===== src/rtl/datapath_ctrl_pkg.sv =====
// Shared types and constants for the gamma-LUT reload / parameter-shadow
// controller (datapath_ctrl).
//   PADDR / PDATA   : LUT address / data widths
//   cp_param_t      : colour-processing parameter word
//   color_signed_t  : signed brightness offset
//   state_t         : controller FSM states
//   FLUSH_CYCLES    : length of the datapath reset pulse after a reload
//   WDOG_*          : LOAD stall watchdog (used only with LOAD_TIMEOUT_EN)
package datapath_ctrl_pkg;

  localparam int PADDR = 8;
  localparam int PDATA = 8;

  typedef logic [7:0]        cp_param_t;
  typedef logic signed [7:0] color_signed_t;

  typedef enum logic [1:0] {
    IDLE  = 2'd0,
    CLR   = 2'd1,
    LOAD  = 2'd2,
    FLUSH = 2'd3
  } state_t;

  localparam int FLUSH_CYCLES = 3;
  localparam int FLUSH_W      = $clog2(FLUSH_CYCLES);

  localparam logic [PADDR-1:0] LAST_ADDR = '1;

  localparam int               WDOG_W     = 10;
  localparam logic [WDOG_W-1:0] WDOG_LIMIT = '1;

endpackage


===== src/rtl/datapath_ctrl.sv =====
// Gamma-LUT reload sequencer and frame-synchronous parameter shadowing.
//
// A load_req pulse in IDLE clears the parameter block for one cycle, streams
// 256 LUT entries (ascending address) into the LUT write port, then holds the
// datapath in reset for FLUSH_CYCLES before returning to IDLE with load_done.
// Shadow parameters are copied to the active outputs only on frame_start in
// IDLE; a frame_start while busy is remembered and applied on the first IDLE
// cycle.
//
// Optional feature: define LOAD_TIMEOUT_EN to enable a 10-bit LOAD stall
// watchdog; on expiry load_err is set (sticky until the next accepted
// load_req), the load is abandoned through FLUSH and load_done is suppressed.
//
// Ports
//   clk, resetN                    clock, async active-low reset
//   load_req                       start LUT reload (honoured in IDLE only)
//   lut_data_valid/lut_data/ready  LUT entry stream
//   frame_start, downstream_ready  frame boundary pulse, sink readiness
//   en_shadow {g,c,b}, cp_param_shadow, brightness_shadow   software values
//   g_en/c_en/b_en, cp_param, brightness_param              active values
//   glut_write_en_n, glut_from, glut_to                     LUT write port
//   params_resetN, datapath_resetN  low during CLR / FLUSH respectively
//   datapath_ready, busy, load_done, load_err               status
//
// state | meaning
// IDLE  | waiting; parameter copies allowed
// CLR   | one-cycle parameter block clear, address counter to 0
// LOAD  | accepting LUT entries, one write per valid beat
// FLUSH | datapath held in reset for FLUSH_CYCLES
module datapath_ctrl
  import datapath_ctrl_pkg::*;
(
  input  logic              clk,
  input  logic              resetN,
  input  logic              load_req,
  input  logic              lut_data_valid,
  input  logic [PDATA-1:0]  lut_data,
  output logic              lut_data_ready,
  input  logic              frame_start,
  input  logic              downstream_ready,
  input  logic [2:0]        en_shadow,
  input  cp_param_t         cp_param_shadow,
  input  color_signed_t     brightness_shadow,
  output logic              g_en,
  output logic              c_en,
  output logic              b_en,
  output cp_param_t         cp_param,
  output color_signed_t     brightness_param,
  output logic              glut_write_en_n,
  output logic [PADDR-1:0]  glut_from,
  output logic [PDATA-1:0]  glut_to,
  output logic              params_resetN,
  output logic              datapath_resetN,
  output logic              datapath_ready,
  output logic              busy,
  output logic              load_done,
  output logic              load_err
);

  state_t              state;
  logic [PADDR-1:0]    addr;
  logic [FLUSH_W-1:0]  flush_cnt;
  logic                copy_pend;
  logic                wr;
  logic                end_load;
`ifdef LOAD_TIMEOUT_EN
  logic [WDOG_W-1:0]   wdog;
  logic                err;
  logic                wdog_trip;
`endif

  // lut_data_ready is a registered copy of (state == LOAD), so the handshake
  // reduces to valid while in LOAD.
  assign wr              = (state == LOAD) && lut_data_valid;
  assign glut_write_en_n = ~wr;
  assign glut_from       = addr;
  assign glut_to         = lut_data;

  assign busy            = (state != IDLE);
  assign datapath_ready  = downstream_ready && (state == IDLE);

`ifdef LOAD_TIMEOUT_EN
  // Trips on the 1023rd consecutive stall cycle.
  assign wdog_trip = (state == LOAD) && !lut_data_valid && (wdog == WDOG_LIMIT - 1'b1);
  assign end_load  = (wr && (addr == LAST_ADDR)) || wdog_trip;
  assign load_err  = err;
`else
  assign end_load  = wr && (addr == LAST_ADDR);
  assign load_err  = 1'b0;
`endif

  always_ff @(posedge clk or negedge resetN) begin
    if (!resetN) begin
      state           <= IDLE;
      addr            <= '0;
      flush_cnt       <= '0;
      params_resetN   <= 1'b1;
      datapath_resetN <= 1'b1;
      lut_data_ready  <= 1'b0;
      load_done       <= 1'b0;
`ifdef LOAD_TIMEOUT_EN
      wdog            <= '0;
      err             <= 1'b0;
`endif
    end else begin
      load_done <= 1'b0;
      case (state)
        IDLE: begin
          if (load_req) begin
            state         <= CLR;
            params_resetN <= 1'b0;
`ifdef LOAD_TIMEOUT_EN
            err           <= 1'b0;
`endif
          end
        end
        CLR: begin
          state          <= LOAD;
          params_resetN  <= 1'b1;
          lut_data_ready <= 1'b1;
          addr           <= '0;
`ifdef LOAD_TIMEOUT_EN
          wdog           <= '0;
`endif
        end
        LOAD: begin
          // addr wraps 255 -> 0 on the final write
          if (wr) begin
            addr <= addr + 1'b1;
`ifdef LOAD_TIMEOUT_EN
            wdog <= '0;
          end else begin
            wdog <= wdog + 1'b1;
`endif
          end
          if (end_load) begin
            state           <= FLUSH;
            lut_data_ready  <= 1'b0;
            datapath_resetN <= 1'b0;
            flush_cnt       <= FLUSH_W'(FLUSH_CYCLES - 1);
          end
`ifdef LOAD_TIMEOUT_EN
          if (wdog_trip) err <= 1'b1;
`endif
        end
        FLUSH: begin
          if (flush_cnt == '0) begin
            state           <= IDLE;
            datapath_resetN <= 1'b1;
`ifdef LOAD_TIMEOUT_EN
            load_done       <= ~err;
`else
            load_done       <= 1'b1;
`endif
          end else begin
            flush_cnt <= flush_cnt - 1'b1;
          end
        end
        default: state <= IDLE;
      endcase
    end
  end

  // Active parameters only change at frame boundaries while IDLE; any number
  // of frame_start pulses during a busy period collapse into one copy.
  always_ff @(posedge clk or negedge resetN) begin
    if (!resetN) begin
      copy_pend        <= 1'b0;
      g_en             <= 1'b0;
      c_en             <= 1'b0;
      b_en             <= 1'b0;
      cp_param         <= '0;
      brightness_param <= '0;
    end else if (state == IDLE) begin
      if (frame_start || copy_pend) begin
        {g_en, c_en, b_en} <= en_shadow;
        cp_param           <= cp_param_shadow;
        brightness_param   <= brightness_shadow;
        copy_pend          <= 1'b0;
      end
    end else if (frame_start) begin
      copy_pend <= 1'b1;
    end
  end

endmodule

===== config.mk =====
export PLATFORM = sky130hd
export DESIGN_NAME = datapath_ctrl
export DESIGN_NICKNAME = d
export VERILOG_FILES = /design/src/rtl/datapath_ctrl_pkg.sv /design/src/rtl/datapath_ctrl.sv
export SDC_FILE = /design/constraint.sdc
export NUM_CORES = 1
export LEC_CHECK = 0
export ABC_AREA = 1
export BUFFER_PORTS_ARGS = -buffer_cell sky130_fd_sc_hd__buf_2
export CAP_MARGIN = 20
export CORE_MARGIN = 3
export CORE_UTILIZATION = 42
export DETAILED_ROUTE_END_ITERATION = 12
export PLACE_DENSITY = 0.72
export SLEW_MARGIN = 10
export SYNTH_ARGS = -nofsm -noshare
export SYNTH_HDL_FRONTEND = slang
export SYNTH_SLANG_ARGS = --single-unit

===== constraint.sdc =====
create_clock -name clk -period 1.7 [get_ports clk]
set_input_delay 0.085 -clock clk [delete_from_list [all_inputs] [get_ports clk]]
set_output_delay 0.085 -clock clk [all_outputs]
set_load 0.005 [all_outputs]

==> run summary, run 1 <==
run status -> finished, final reports clean
leakage -> 1.219 nW
Post-DP HPWL -> 2435 um
total chip power -> 3.933 mW
core area -> 0.003854 mm^2
Global Route Usage Sum -> 13.59%
worst r2r dst -> state[0]
Die Ht -> 70.72 um
switch share -> 32.27%
Core Rows -> 22
fin nets -> 268
Seq pwr share -> 36.0%
DRT Pass-1 Iters -> 4
htree depth -> 2
largest net degree at the start of global routing -> 37
P_sw -> 1.269 mW
die area -> 0.005001 mm^2
post-synth cell types -> 22
power per cell area -> 1767 mW/mm^2
Internal -> 2.663 mW
share of power burned in combinational logic -> 43.4%
Synth Area per Inst -> 10.47 um^2
largest area contributor in the netlist -> dfrtp_1
Worst Setup SP -> state[1]
initial antenna violation count -> 0
final hold violations -> 0
Filler Cell Count -> 355
maximum VDD drop -> 0.001005 V
Setup Buffers After CTS -> 0
drc violations -> 0
Yosys top cell area share -> 48.36%
CTS Hold Bufs -> 1
fin crit share -> 86.96%
clock network power share -> 20.6%
Non-Filler Instances -> 278
setup ws final -> 221.7 ps
WP data required -> 1870 ps
endpoints failing setup -> 0
grt total ovfl -> 0
most frequent cells in the layout -> buf_2 (58), nand2_1 (38), dfrtp_1 (34)
Post-CTS Resized -> 0
Post-Synthesis Cells -> 168
hold crit path type -> in2reg
post-place setup slack -> 230.2 ps
TritonCTS buffer count -> 5
placed cells -> 269
clk sink count -> 36
largest cells by area after synthesis -> dfrtp_1 (48%), mux2_4 (8.5%), nand2_1 (8.1%)
Layout area overhead -> 26.53%
TNS Setup -> 0 ps
commonest non-fill, non-tap cell in the layout -> buf_2
vias -> 1296
antenna cells -> 0
R2R depth -> 7
die width -> 70.72 um
Reg clk slew, reported paths -> 70 ps
post-layout min period -> 1478 ps
R2R setup slack -> 220 ps
Worst Path Arrival -> 1650 ps
Antenna Violating Nets Remaining -> 0
register area share after synthesis -> 51.35%
first-pass GRT wire length -> 5547 um
Clock Latency Late Sink -> 280 ps
vias per inst -> 4.662
Initial Util -> 45.65%
synth warn -> 0
Worst Setup EP -> state[0]
Worst Setup Path Type -> reg2reg
I/O pins -> 76
DR iter-0 viols -> 78
Final Skew -> 1.381 ps
RSZ-0062 raised after global routing -> no
worst r2r src -> state[1]
root buffer cell -> clkbuf_8
CTS tree -> done
layout cells sized above 1 -> 44.35%
vias in the first global route -> 1274
Max Cap Viol -> 0
nature of the critical path startpoint -> flop
final wirelength -> 3250 um
Fmax -> 676.5 MHz
PortBufs -> 58
post-synthesis cell area -> 0.001759 mm^2
Final Max Tran Viols -> 0
Max FO, Critical Path -> 4
CP endpoint kind -> flop
Avg WL per Cell -> 11.69 um
Clock Tree Buf Depth -> 2
gpl congestion -> 0.7354
#FFs+latches synth -> 36
syn_nets -> 207
critical path, stage by stage (launching register included):
cell and delay [ps]:
dfrtp_1 400, ha_1 260, inv_1 90, or2_2 290
o21ai_0 80, inv_1 100, nand3_1 90, nand2_1 60
metrics by stage:
step	util [%]	hold slack (ps)	instance area (um^2)
2_1_floorplan	-	-210.6	1759
3_3_place_gp	54.22	59.37	2090
3_5_place_dp	54.22	60.68	2090
4_1_cts	57.76	21.08	2226
5_1_grt	57.76	24.71	2226
6_report	57.76	30.11	2226
cells in the mapped netlist:
| cell type | n |
|---|---|
| or2_2 | 1 |
| nand2_2 | 3 |
| inv_1 | 18 |
| nor2_1 | 6 |
| dfstp_2 | 2 |
| nand2_4 | 2 |
| buf_4 | 9 |
| buf_8 | 1 |
| nand3_1 | 12 |
| o21a_1 | 1 |
| mux2_4 | 10 |
| conb_1 | 1 |
| mux2_2 | 9 |
| o21ai_4 | 1 |
| a21oi_1 | 3 |
| dfrtp_1 | 34 |
| ha_1 | 6 |
| o21ai_0 | 8 |
| nor2_2 | 1 |
| o21ai_2 | 1 |
| nand2_1 | 38 |
| or2_4 | 1 |
area by class of cell:
class,count,area (um^2),share of cell area (%)
flip-flops and latches,36,903.4,40.58
multi-input cells,104,705.7,31.70
well taps,48,60.06,2.698
clock inverters,1,30.03,1.349
clock buffers,7,96.34,4.328
repair buffers,64,362.8,16.30
inverters,18,67.56,3.035
power groups by stage:
stage	Sequential [mW]	Clock (mW)	Combinational, mW
CTS	1.42	0.835	1.74
detailed placement	1.44	0	1.72
finish	1.42	0.809	1.71
floorplan	1.45	0	1.09
global route	1.47	0.872	1.90
global placement	1.42	0	1.69
kinds of logic (layout without fill, tap and decap cells):
family | count (synthesis) | count (layout) | synth area share, %
flip-flops | 36 | 36 | 51.35
multiplexers | 19 | 19 | 14.30
buffers and inverters | 28 | 90 | 8.534
AO/OA/AOI/OAI | 14 | 14 | 4.979
other | 1 | 1 | 0.2132
adder cells (fa/ha/maj) | 6 | 6 | 4.267
AND/OR/NAND/NOR | 64 | 64 | 16.36
how the worst min path moves through the flow:
stage                          from                   to  depth (start not counted)
2_1_floorplan                resetN                 b_en                          0
3_3_place_gp                 resetN         flush_cnt[0]                          2
3_5_place_dp                 resetN         flush_cnt[0]                          2
4_1_cts          cp_param_shadow[4]          cp_param[4]                          2
5_1_grt        brightness_shadow[0]  brightness_param[0]                          2
6_report         cp_param_shadow[4]          cp_param[4]                          2
registers in the layout, indices dropped and copies added, names as in the netlist:
| signal | count |
|---|---|
| flush_cnt | 2 |
| datapath_resetN | 1 |
| state | 2 |
| glut_from | 8 |
| copy_pend | 1 |
| cp_param | 8 |
| params_resetN | 1 |
| b_en | 1 |
| brightness_param | 8 |
| c_en | 1 |
| load_done | 1 |
| lut_data_ready | 1 |
| g_en | 1 |
routing by layer:
layer	up-vias	global-route usage (%)	share of wire, %
li1	655	-	-
met1	599	17.58	45
met2	40	22.25	47
met3	2	4.403	7.0
met4	0	3.132	0.58
met5	-	0	0
No activity file was read; power rests on OpenSTA's default activity.
==> inputs of run 2 (changes only) <==
--- a/config.mk
+++ b/config.mk
@@ -6,12 +6,12 @@
 export NUM_CORES = 1
 export LEC_CHECK = 0
 export ABC_AREA = 1
-export BUFFER_PORTS_ARGS = -buffer_cell sky130_fd_sc_hd__buf_2
 export CAP_MARGIN = 20
 export CORE_MARGIN = 3
 export CORE_UTILIZATION = 42
 export DETAILED_ROUTE_END_ITERATION = 12
-export PLACE_DENSITY = 0.72
+export DONT_BUFFER_PORTS = 1
+export RECOVER_POWER = 50
 export SLEW_MARGIN = 10
 export SYNTH_ARGS = -nofsm -noshare
 export SYNTH_HDL_FRONTEND = slang
==> run 2 against run 1 <==
  * Hold slack better by 27 ps
  * Clock power shrank 9.3%
  * Global-route usage up 1.9 points
  * Critical path depth shrank 5
  * Register-to-register slack got worse by 70 ps
  * Count of clock-buffer cells in the layout shrank 1
  * Non-clock buffer count down 40
  * Combinational power decreased by 23%
  * Critical endpoint is now brightness_param[5]
  * Largest cell class unchanged
  * Sequential share of layout area is 2.8 points higher
  * Via count decreased by 5.6%
==> run summary, run 2 (synthesized netlist as in run 1, its figures left out) <==
run status -> finished, final reports clean
drc violations -> 0 (unchanged)
nature of the critical path startpoint -> flop
Die Ht -> 70.72 um (unchanged)
crit path cell chain -> o21ai_4, mux2_2
worst r2r src -> copy_pend
clk sink count -> 36 (unchanged)
CTS tree -> done
die width -> 70.72 um (unchanged)
Post-DP Area -> 0.001744 mm^2 (-17%)
commonest non-fill, non-tap cell in the layout -> nand2_1
hold slack final -> 57.16 ps (+27.04 ps)
vias in the first global route -> 1297 (+1.8%)
layout cells sized above 1 -> 22.63% (-22 points)
TNS Setup -> 0 ps (unchanged)
WP data required -> 1870 ps (about the same)
Avg WL per Cell -> 15.36 um (+31%)
Worst Setup SP -> copy_pend
final wirelength -> 3655 um (+12%)
R2R setup slack -> 150 ps (-70 ps)
Clock Tree Buf Depth -> 2 (unchanged)
CP endpoint kind -> flop
antenna cells -> 0 (unchanged)
grt total ovfl -> 0 (unchanged)
gpl congestion -> 0.8359 (+14%)
CP max stage cell -> o21ai_4
maximum VDD drop -> 0.0008581 V (-15%)
Worst Path Arrival -> 1720 ps (+70 ps)
worst r2r dst -> brightness_param[5]
Final Max Tran Viols -> 0 (unchanged)
Core Rows -> 22 (unchanged)
vias per inst -> 5.139 (+10%)
Max stage delay on crit path -> 610 ps (+210 ps)
Final Cell Area -> 0.002085 mm^2 (-6.4%)
Worst Setup Path Type -> reg2reg
RSZ-0062 raised after global routing -> no
I/O pins -> 76 (unchanged)
Worst Setup EP -> brightness_param[5]
total chip power -> 3.583 mW (-8.9%)
die area -> 0.005001 mm^2 (unchanged)
fin nets -> 228 (-15%)
endpoints failing setup -> 0 (unchanged)
Global Route Usage Sum -> 15.50% (+1.9 points)
Setup Buffers After CTS -> 0 (unchanged)
most frequent cells in the layout -> nand2_1 (37), dfrtp_1 (34), dlygate4sd3_1 (22)
TritonCTS buffer count -> 5 (unchanged)
root buffer cell -> clkbuf_8
Clock Latency Late Sink -> 290 ps (about the same)
initial antenna violation count -> 0 (unchanged)
Antenna Violating Nets Remaining -> 0 (unchanged)
vias -> 1223 (-5.6%)
core area -> 0.003854 mm^2 (unchanged)
Max FO, Critical Path -> 19 (+15)
power per cell area -> 1719 mW/mm^2 (-2.7%)
Initial Util -> 45.65% (unchanged)
PortBufs -> 0 (-100%)
R2R depth -> 2 (-5)
largest net degree at the start of global routing -> 37 (unchanged)
hold crit path type -> in2reg
DRT Pass-1 Iters -> 4 (unchanged)
hold depth -> 3 (+1)
leakage -> 1.031 nW (-15%)
Layout area overhead -> 18.49%
Worst-Margin Slew -> 872.2 ps
Fmax -> 644.1 MHz (-4.8%)
first-pass GRT wire length -> 6147 um (+11%)
Max Cap Viol -> 0 (unchanged)
post-layout min period -> 1553 ps (+74.37 ps)
Final Skew -> 9.152 ps (+7.771 ps)
Post-DP HPWL -> 2561 um (+5.2%)
DR iter-0 viols -> 34 (-56%)
fin crit share -> 91.33% (+4.4 points)
Reg clk slew, reported paths -> 80 ps (about the same)
htree depth -> 2 (unchanged)
final hold violations -> 0 (unchanged)
relative slew slack -> 41.86%
==> run 2: worst min path at each step <==
stage | startpoint | to | slack [ps]
2_1_floorplan | resetN | b_en | -210
3_3_place_gp | resetN | lut_data_ready | -210
3_5_place_dp | resetN | lut_data_ready | -210
4_1_cts | lut_data_valid | glut_from[1] | 50
5_1_grt | lut_data_valid | glut_from[1] | 60
6_report | lut_data_valid | glut_from[1] | 60
==> run 2: worst max-delay path, delay by kind of cell, from the launching register on <==
family	cells	cell delay, ps
AO/OA/AOI/OAI	1	610
flip-flops	1	410
multiplexers	1	410
==> run 2: layer usage <==
metal	GRT usage, %	up-vias	wire, um
li1	-	568	-
met1	17.96	593	1386
met2	25.44	55	1851
met3	7.528	7	376
met4	4.593	0	40
met5	0	-	0
==> run 2: area by class of cell <==
cell class	instances	area, um^2
Multi-Input combinational cell	104	713.2
Inverter	18	67.56
Tap cell	48	60.06
Fill cell	352	1769
Clock inverter	2	35.03
Clock buffer	6	72.57
Timing Repair Buffer	24	232.7
Sequential cell	36	903.4
==> run 2: power breakdown <==
| group | leakage [nW] | total (mW) | internal (mW) | switching (mW) |
|---|---|---|---|---|
| sequential | 0.437 | 1.53 | 1.22 | 0.308 |
| clock | 0.0552 | 0.734 | 0.435 | 0.299 |
| combinational | 0.538 | 1.32 | 0.674 | 0.645 |
==> run 2: repair_timing <==
item / in CTS / in global routing
hold buffers: 23 / 0
setup endpoints to repair: 0 / 11
resized for setup: 0 / 3
endpoints found under the hold margin: 57 / 0
==> run 2: through the flow <==
stage               setup WS, ps  utilization [%]  instances
finish                     147.3            54.09        238
global route               34.28            54.09        238
CTS                        91.86            54.29        238
detailed placement         88.87            45.26        207
global placement           189.9            45.26        207
floorplan                  253.4                -        168
